==> config.mk <==
export PLATFORM = sky130hd
export DESIGN_NAME = frac_digit_seq
export DESIGN_NICKNAME = d
export VERILOG_FILES = /design/src/rtl/fp_dec_pkg.sv /design/src/rtl/frac_digit_seq_chk.sv /design/src/rtl/nhan10_28bit.sv /design/src/rtl/frac_digit_seq.sv
export SDC_FILE = /design/constraint.sdc
export NUM_CORES = 1
export LEC_CHECK = 0
export CORE_ASPECT_RATIO = 1.4
export CORE_MARGIN = 2
export CORE_UTILIZATION = 49
export DETAILED_ROUTE_END_ITERATION = 8
export GPL_ROUTABILITY_DRIVEN = 0
export HOLD_SLACK_MARGIN = 0.08
export PLACE_DENSITY = 0.82
export SLEW_MARGIN = 20
export SYNTH_ARGS = -nofsm -noshare
export SYNTH_HDL_FRONTEND = slang
export SYNTH_SLANG_ARGS = --single-unit
export TNS_END_PERCENT = 10
==> constraint.sdc <==
create_clock -name clk -period 2.35 [get_ports clk]
set_input_delay 0.3525 -clock clk [delete_from_list [all_inputs] [get_ports clk]]
set_output_delay 0.3525 -clock clk [all_outputs]
set_load 0.02 [all_outputs]
==> src/rtl/fp_dec_pkg.sv <==
// Shared constants, FSM encoding and helpers for the FloatToNum decimal output path.
package fp_dec_pkg;

  localparam int FRAC_W = 24;
  localparam int ACC_W  = 28;
  localparam int DIG_W  = 4;

  typedef enum logic [1:0] {
    IDLE = 2'd0,
    RUN  = 2'd1,
    DONE = 2'd2
  } state_e;

  // Integer part of an accumulator-format value: the bits above the fraction.
  function automatic logic [DIG_W-1:0] int_part(input logic [ACC_W-1:0] v);
    return v[ACC_W-1 -: DIG_W];
  endfunction

endpackage

==> src/rtl/frac_digit_seq_chk.sv <==
// Simulation checks for frac_digit_seq: the x10 product must always yield a decimal digit.
module frac_digit_seq_chk
  import fp_dec_pkg::*;
(
  input logic             clk,
  input logic             rst_n,
  input logic             in_run,
  input logic [ACC_W-1:0] prod,
  input logic             prod_cout
);

  // acc stays below 2^24 in RUN, so acc*10 has an integer part of at most 9
  a_digit_range: assert property (@(posedge clk) disable iff (!rst_n)
                                  in_run |-> (int_part(prod) <= 4'd9))
    else $error("frac_digit_seq: product integer part above 9");

  a_no_wrap: assert property (@(posedge clk) disable iff (!rst_n)
                              in_run |-> !prod_cout)
    else $error("frac_digit_seq: x10 product overflowed the accumulator");

endmodule

==> src/rtl/nhan10_28bit.sv <==
// Shared x10 unit: dout = din*10 mod 2^28, with the overflow bits folded into cout.
module nhan10_28bit
  import fp_dec_pkg::*;
(
  input  logic [ACC_W-1:0] din,
  output logic [ACC_W-1:0] dout,
  output logic             cout
);

  logic [ACC_W+3:0] full_s;

  // din*10 as (din<<3) + (din<<1), wide enough to never lose a bit
  assign full_s = {1'b0, din, 3'b000} + {3'b000, din, 1'b0};
  assign dout   = full_s[ACC_W-1:0];
  assign cout   = |full_s[ACC_W+3:ACC_W];

endmodule

==> src/rtl/frac_digit_seq.sv <==
// Turns a binary fraction into truncated decimal digits, MSD first, one x10 step per digit,
// with a start/busy/done control handshake and a valid/ready digit stream.
module frac_digit_seq
  import fp_dec_pkg::*;
#(
  parameter int FRAC_W = 24,
  parameter int CNT_W  = 4
) (
  input  logic              clk,
  input  logic              rst_n,
  input  logic              start,
  input  logic [FRAC_W-1:0] frac,
  input  logic [CNT_W-1:0]  ndig,
  output logic              busy,
  output logic [DIG_W-1:0]  digit,
  output logic [CNT_W-1:0]  digit_idx,
  output logic              digit_valid,
  input  logic              digit_ready,
  output logic              done,
  output logic              exact
);

  state_e             state_q, state_d;
  logic [ACC_W-1:0]   acc_q, acc_d;
  logic [CNT_W-1:0]   rem_q, rem_d;
  logic [CNT_W-1:0]   idx_q, idx_d;
  logic [DIG_W-1:0]   dig_q, dig_d;
  logic [CNT_W-1:0]   didx_q, didx_d;
  logic               dval_q, dval_d;
  logic [ACC_W-1:0]   prod_s;
  logic               prod_cout_s;
  logic               slot_free_s;

  // The x10 wrap is intended: only the low fraction bits are fed back.
  nhan10_28bit u_x10 (
    .din  (acc_q),
    .dout (prod_s),
    .cout (prod_cout_s)
  );

  frac_digit_seq_chk u_chk (
    .clk       (clk),
    .rst_n     (rst_n),
    .in_run    (state_q == RUN),
    .prod      (prod_s),
    .prod_cout (prod_cout_s)
  );

  assign slot_free_s = !dval_q || digit_ready;

  // FSM state register
  always_ff @(posedge clk or negedge rst_n) begin
    if (!rst_n) begin
      state_q <= IDLE;
    end else begin
      state_q <= state_d;
    end
  end

  // FSM next-state logic
  always_comb begin
    state_d = state_q;
    case (state_q)
      IDLE: begin
        if (start) begin
          state_d = RUN;
        end else begin
          state_d = IDLE;
        end
      end
      RUN: begin
        if (slot_free_s && (rem_q == {CNT_W{1'b0}})) begin
          state_d = DONE;
        end else begin
          state_d = RUN;
        end
      end
      DONE:    state_d = IDLE;
      default: state_d = IDLE;
    endcase
  end

  // Datapath next values: load on start, emit one digit per free slot in RUN
  always_comb begin
    acc_d  = acc_q;
    rem_d  = rem_q;
    idx_d  = idx_q;
    dig_d  = dig_q;
    didx_d = didx_q;
    dval_d = dval_q;
    case (state_q)
      IDLE: begin
        if (start) begin
          acc_d = {{(ACC_W-FRAC_W){1'b0}}, frac};
          rem_d = ndig;
          idx_d = {CNT_W{1'b0}};
        end else begin
          acc_d = acc_q;
        end
      end
      RUN: begin
        if (slot_free_s) begin
          if (rem_q != {CNT_W{1'b0}}) begin
            dig_d  = int_part(prod_s);
            didx_d = idx_q;
            dval_d = 1'b1;
            acc_d  = {{(ACC_W-FRAC_W){1'b0}}, prod_s[FRAC_W-1:0]};
            rem_d  = rem_q - {{(CNT_W-1){1'b0}}, 1'b1};
            idx_d  = idx_q + {{(CNT_W-1){1'b0}}, 1'b1};
          end else begin
            dval_d = 1'b0;
          end
        end else begin
          dval_d = dval_q;
        end
      end
      DONE:    dval_d = 1'b0;
      default: dval_d = 1'b0;
    endcase
  end

  // Datapath and digit-stream registers; a reset drops any pending digit
  always_ff @(posedge clk or negedge rst_n) begin
    if (!rst_n) begin
      acc_q  <= {ACC_W{1'b0}};
      rem_q  <= {CNT_W{1'b0}};
      idx_q  <= {CNT_W{1'b0}};
      dig_q  <= {DIG_W{1'b0}};
      didx_q <= {CNT_W{1'b0}};
      dval_q <= 1'b0;
    end else begin
      acc_q  <= acc_d;
      rem_q  <= rem_d;
      idx_q  <= idx_d;
      dig_q  <= dig_d;
      didx_q <= didx_d;
      dval_q <= dval_d;
    end
  end

  // Status outputs decoded from the state register
  always_comb begin
    busy  = 1'b0;
    done  = 1'b0;
    exact = 1'b0;
    case (state_q)
      IDLE: begin
        busy = 1'b0;
      end
      RUN: begin
        busy = 1'b1;
      end
      DONE: begin
        busy  = 1'b1;
        done  = 1'b1;
        exact = (acc_q == {ACC_W{1'b0}});
      end
      default: begin
        busy = 1'b0;
      end
    endcase
  end

  assign digit       = dig_q;
  assign digit_idx   = didx_q;
  assign digit_valid = dval_q;

endmodule

# Word level (Yosys, flattened, before mapping)
# Index checks and enable logic that the tools add are counted.
# op_classes
n_bitwise,1
reduce_logical,12
add_sub_neg,3
n_mux,21
eq_ne,5
# op_table
op,count
28-bit two-way mux,3
28-bit one-hot mux with 2 select lines,1
28-bit adder,1
28-bit zero test,1
4-bit two-way mux,6
4-bit one-hot mux with 2 select lines,2
1-bit two-way mux,6
2-bit inequality test (second input constant),3
4-bit by 1-bit adder with 4-bit output (second input constant),1
4-bit zero test,1
2-bit one-hot mux with 2 select lines,1
4-bit AND reduction,1
4-bit nonzero test,1
4-bit by 1-bit subtractor with 4-bit output (second input constant),1
3-bit AND reduction,1
2-bit by 1-bit == test with 1-bit output (second input constant),1
2-bit == test (second input constant),1
2-bit zero test,1
2-bit two-way mux,1
1-bit one-hot mux with 2 select lines,1
2-bit AND reduction,1
2-bit nonzero test,1
2-bit OR reduction,1
1-bit logical AND,1
other kinds (3),3
# word_totals
in_bits,32
ff_bits,47
out_inout_bits,12

# Longest topological paths before layout
# logic_depth
word_depth,5
depth_mapped,9
depth_no_buf,9

# Cells and area by module
# A second synthesis with hierarchy kept.
# unflattened
cells_unflattened,397
hier_area_um2,3674.8
# modules_own_cells
module,area_each_um2,n_inst,seq_area_each_um2,cells_each
frac_digit_seq,2277.2,1,1076.0,209
nhan10_28bit,1397.6,1,0.0,188

# Worst setup path after synthesis
# No wires, ideal clock.
# synth_path
kind,reg2reg
from,register acc_q[0]
to,"register dig_q[1], in the netlist digit[1]"
period_less_slack_ns,2.258
path_slack_ns,0.092
path_stages_with_launch,10
t_arrival_ns,2.128
path_cell_list,dfrtp_1 > ha_1 > fa_1 > a21oi_1 > o211ai_1 > a22oi_1 > nand3_1 > a31oi_1 > xor2_1 > o21ai_0
# synth_via
elab_chain_cells,1
# synth_lines
element,line_no,rtl
start: declaration,frac_digit_seq.sv:24,"logic [ACC_W-1:0] acc_q, acc_d;"
start signal: assignment,frac_digit_seq.sv:125,acc_q <= {ACC_W{1'b0}};
28-bit adder,nhan10_28bit.sv:13,"assign full_s = {1'b0, din, 3'b000} + {3'b000, din, 1'b0};"
end signal: assignment,frac_digit_seq.sv:128,dig_q <= {DIG_W{1'b0}};
end signal: assignment,frac_digit_seq.sv:135,dig_q <= dig_d;
end: declaration,frac_digit_seq.sv:27,"logic [DIG_W-1:0] dig_q, dig_d;"
# Every way passes these cells.
# A chain may end at the register's enable or synchronous reset.

# Final worst setup path
# layout_path
from,register acc_q[2]
to,register acc_q[19]
# layout_via
elab_chain_cells,4
# layout_lines
element,line_no,rtl
28-bit adder,nhan10_28bit.sv:13,
28-bit two-way mux,frac_digit_seq.sv:103,if (rem_q != {CNT_W{1'b0}}) begin
28-bit two-way mux,frac_digit_seq.sv:102,if (slot_free_s) begin
28-bit one-hot mux with 2 select lines,frac_digit_seq.sv:91,case (state_q)
# Every way passes these cells. The select of a mux whose other input is x is not followed.

==> key figures <==
CTS
  • CTS tree: built
  • Clock input transition at the sequential cells of the worst setup and hold paths: ~0.09 ns
  • Clock latency on the worst-skew pair: roughly 0.3 ns
  • H-tree depth: 2
  • Clock root buffer: clkbuf_8
  • Clk sink count: 43
  • Buffer levels on the longest clock path: 2
  • Inserted Clock Buffers: 5

Die
  • # IOs: 44
  • Die span in y: 101 um
  • Die span in x: 73.0 um
  • Die footprint: 0.00735 mm2
  • Number of rows in the core area: 35
  • Starting Density: between 50% and 60%
  • Area of the placeable core: 0.00653 mm2

Finish
  • Area used by multi-input combinational logic: 0.00218 mm2
  • Final instance area: roughly 0.0041 mm2
  • Post-layout net count: just over 500
  • Layout cells sized above 1: 11.4%
  • # diodes: 0
  • Total of fill cells in the finished design: 546
  • Combined flip-flop and latch cell area: approximately 0.0011 mm2
  • Area grow syn2layout: 25.1%

Synth
  • Yosys reg bits: 43
  • Yosys warns: 0
  • Library cells used by synthesis: 51
  • Syn Std Cell Area: 0.00327 mm2
  • Most used flip-flop cell after synthesis: dfrtp_1
  • Number of enable-type register cells in the synthesized netlist: 0
  • Net count after synthesis: 452
  • Synth Area per Inst: 8.36 um2
  • Sequential share of the synthesized area: around 33%
  • Asr flop ratio synth: 100%
  • Post-synthesis cell count: 391

Setup path
  • Critical path start-end classification: reg -> reg
  • Critical path peak fanout: 3
  • Data arrival time of the critical path: 2.44 ns
  • Worst reg-to-reg setup slack: 0.08 ns
  • Critical Path End Type: flip-flop
  • Required time reported for the critical path endpoint: between 2 and 3 ns
  • Startpoint type of the worst setup path: flip-flop

Detailed routing
  • Post-detailed-route via-to-cell ratio: approximately 6.1
  • DRC violations left: 0
  • Antenna Nets Post-Route: 0
  • Number of optimization iterations in the first detailed-route pass: 5
  • Routed WL per cell: 16.0 um
  • Total Wirelength: 8.35 mm
  • Starting DRT DRC Count: approximately 160
  • Via count of the routed design: 3155

STA
  • Final hold vios: 0
  • Worst rel slew slack: 72.1%
  • Final setup violating endpoints: 0
  • Final min period: 2.27 ns
  • Slew at the pin closest to its max-slew limit: 0.418 ns
  • RSZ-0062 raised after global routing: yes
  • Top achievable clock speed: between 0.4 and 0.5 GHz
  • Final worst clock skew: 0.00704 ns
  • Final-report max-slew violation count: 0
  • Fraction of the cycle the final worst path needs: 96.4%

Placed design
  • Count of buffers inserted at the top-level ports: 43
  • Placed cell area: 0.00385 mm2
  • Post-DP HPWL: roughly 6.4 mm

Run
  • Number of max-capacitance violations reported: 0

Global routing
  • Via count of the first global-routing pass: 3057
  • Maximum number of pins on one net before global-route repair: 32
  • Global-route wire length before repair: roughly 14 mm
  • Overall track demand over capacity in global routing: 23.3%
  • Total global routing overflow: 0
  • Antenna violations before repair: 0

Status
  • Result of the run: completed

Hold path
  • Class of the tightest hold or removal check: in -> async
[worst paths after layout]
check | startpoint | end | cells past startpoint
max in group asynchronous | rst_n | digit[2]$_DFFE_PN0P_ | 3
worst min register to register | digit_idx[2]$_DFFE_PN0P_ | digit_idx[2]$_DFFE_PN0P_ | 2
min in group clk | digit_idx[2]$_DFFE_PN0P_ | digit_idx[2]$_DFFE_PN0P_ | 2
worst max-delay path | acc_q[2]$_DFFE_PN0P_ | acc_q[19]$_DFFE_PN0P_ | 9
worst min-delay path | rst_n | acc_q[4]$_DFFE_PN0P_ | 2
worst max register to register | acc_q[2]$_DFFE_PN0P_ | acc_q[19]$_DFFE_PN0P_ | 9
[cell families (layout without fill, tap and decap cells)]
group,Yosys count,in the layout,synth area share (%)
AO/OA/AOI/OAI,125,125,22.5
buffers and inverters,24,80,3.06
XOR/XNOR,19,19,5.09
AND/OR/NAND/NOR,134,134,19.8
multiplexers,17,17,5.24
flip-flops,43,43,32.9
adder cells (fa/ha/maj),29,29,11.3
[cell usage after synthesis, types with 2 or more instances]
cell type	instances	area share, %
clkbuf_1	6	0.69
o21ai_1	4	0.61
nor2_1	18	2.1
mux2i_1	16	4.9
dfrtp_1	43	33
xor2_1	11	2.9
o21a_1	2	0.46
inv_1	10	1.1
nor3b_1	7	1.6
buf_2	8	1.2
xnor2_1	8	2.1
a31oi_1	4	0.77
nand2_1	64	7.3
a22o_1	2	0.54
o211ai_1	2	0.46
a21o_1	3	0.69
a22oi_1	2	0.46
nor3_1	4	0.61
nand2b_1	5	0.96
nand3b_1	2	0.46
nand3_1	10	1.5
nand4_1	3	0.57
or3_1	2	0.38
a2bb2oi_1	2	0.54
nor2b_1	4	0.77
ha_1	28	11
o21ai_0	51	7.8
nor4_1	5	0.96
and3_1	4	0.77
a21oi_1	40	6.1
[per-stage QoR]
| stage | instances | utilization [%] | TNS [ns] | worst slack (ns) | hold slack, ns |
|---|---|---|---|---|---|
| after floorplan | 391 | - | 0 | 0.0921 | 0.0569 |
| after CTS | 520 | 61.6 | 0 | 0.00256 | 0.469 |
| final | 521 | 62.7 | 0 | 0.0840 | 0.468 |
| after global routing | 521 | 62.7 | -0.172 | -0.0740 | 0.498 |
| after detailed placement | 511 | 59.1 | -0.0592 | -0.0529 | 0.264 |
| after global placement | 511 | 59.1 | -0.0265 | -0.0265 | 0.259 |
[layout make-up]
cell class	count	area share, %
Inverter	10	0.918
Multi-Input combinational cell	324	53.2
Clock inverter	2	1.47
Clock buffer	6	1.77
Tap cell	74	2.26
Timing Repair Buffer	62	14.0
Sequential cell	43	26.3
[worst max-delay path, stage by stage, from the launching register on]
cell	delay (ns)
dfrtp_1	0.42
ha_4	0.18
fa_2	0.40
a21oi_2	0.18
o211ai_1	0.13
a22oi_2	0.24
nand2_1	0.12
a31oi_1	0.24
xor2_1	0.15
o21ai_0	0.08
[timing repair]
action / in CTS / in global routing
pin swaps: 0 / 10
hold buffers: 1 / 0
resized for setup: 6 / 16
setup endpoints to repair: 6 / 15
endpoints found under the hold margin: 12 / 0
setup buffers: 0 / 1
[metal layers]
layer	GRT usage [%]	vias up	wire [um]
met5	0	-	0
li1	-	1536	-
met4	9.40	0	320
met1	26.3	1465	3210
met3	3.90	36	400
met2	42.4	118	4420
[placed cells by master (no fill, tap or decap), types with 5 or more instances in the layout]
master,n
mux2i_1,16
inv_1,10
clkbuf_8,5
nand2b_1,5
dfrtp_1,43
nand2_1,64
nor3b_1,7
xor2_1,11
o21ai_1,6
nor4_1,5
o21ai_0,48
nor2_1,18
nand3_1,8
xnor2_1,8
clkdlybuf4s50_1,41
a21oi_1,37
ha_1,23
buf_4,17
[state kept, by name, summed over array words and instances (netlist names)]
name         cells
digit            4
digit_valid      1
rem_q            4
acc_q           24
state_q          2
idx_q            4
digit_idx        4
Power is not shown: default switching activity piles up to over one toggle a cycle in this logic, so the estimate is an artifact.
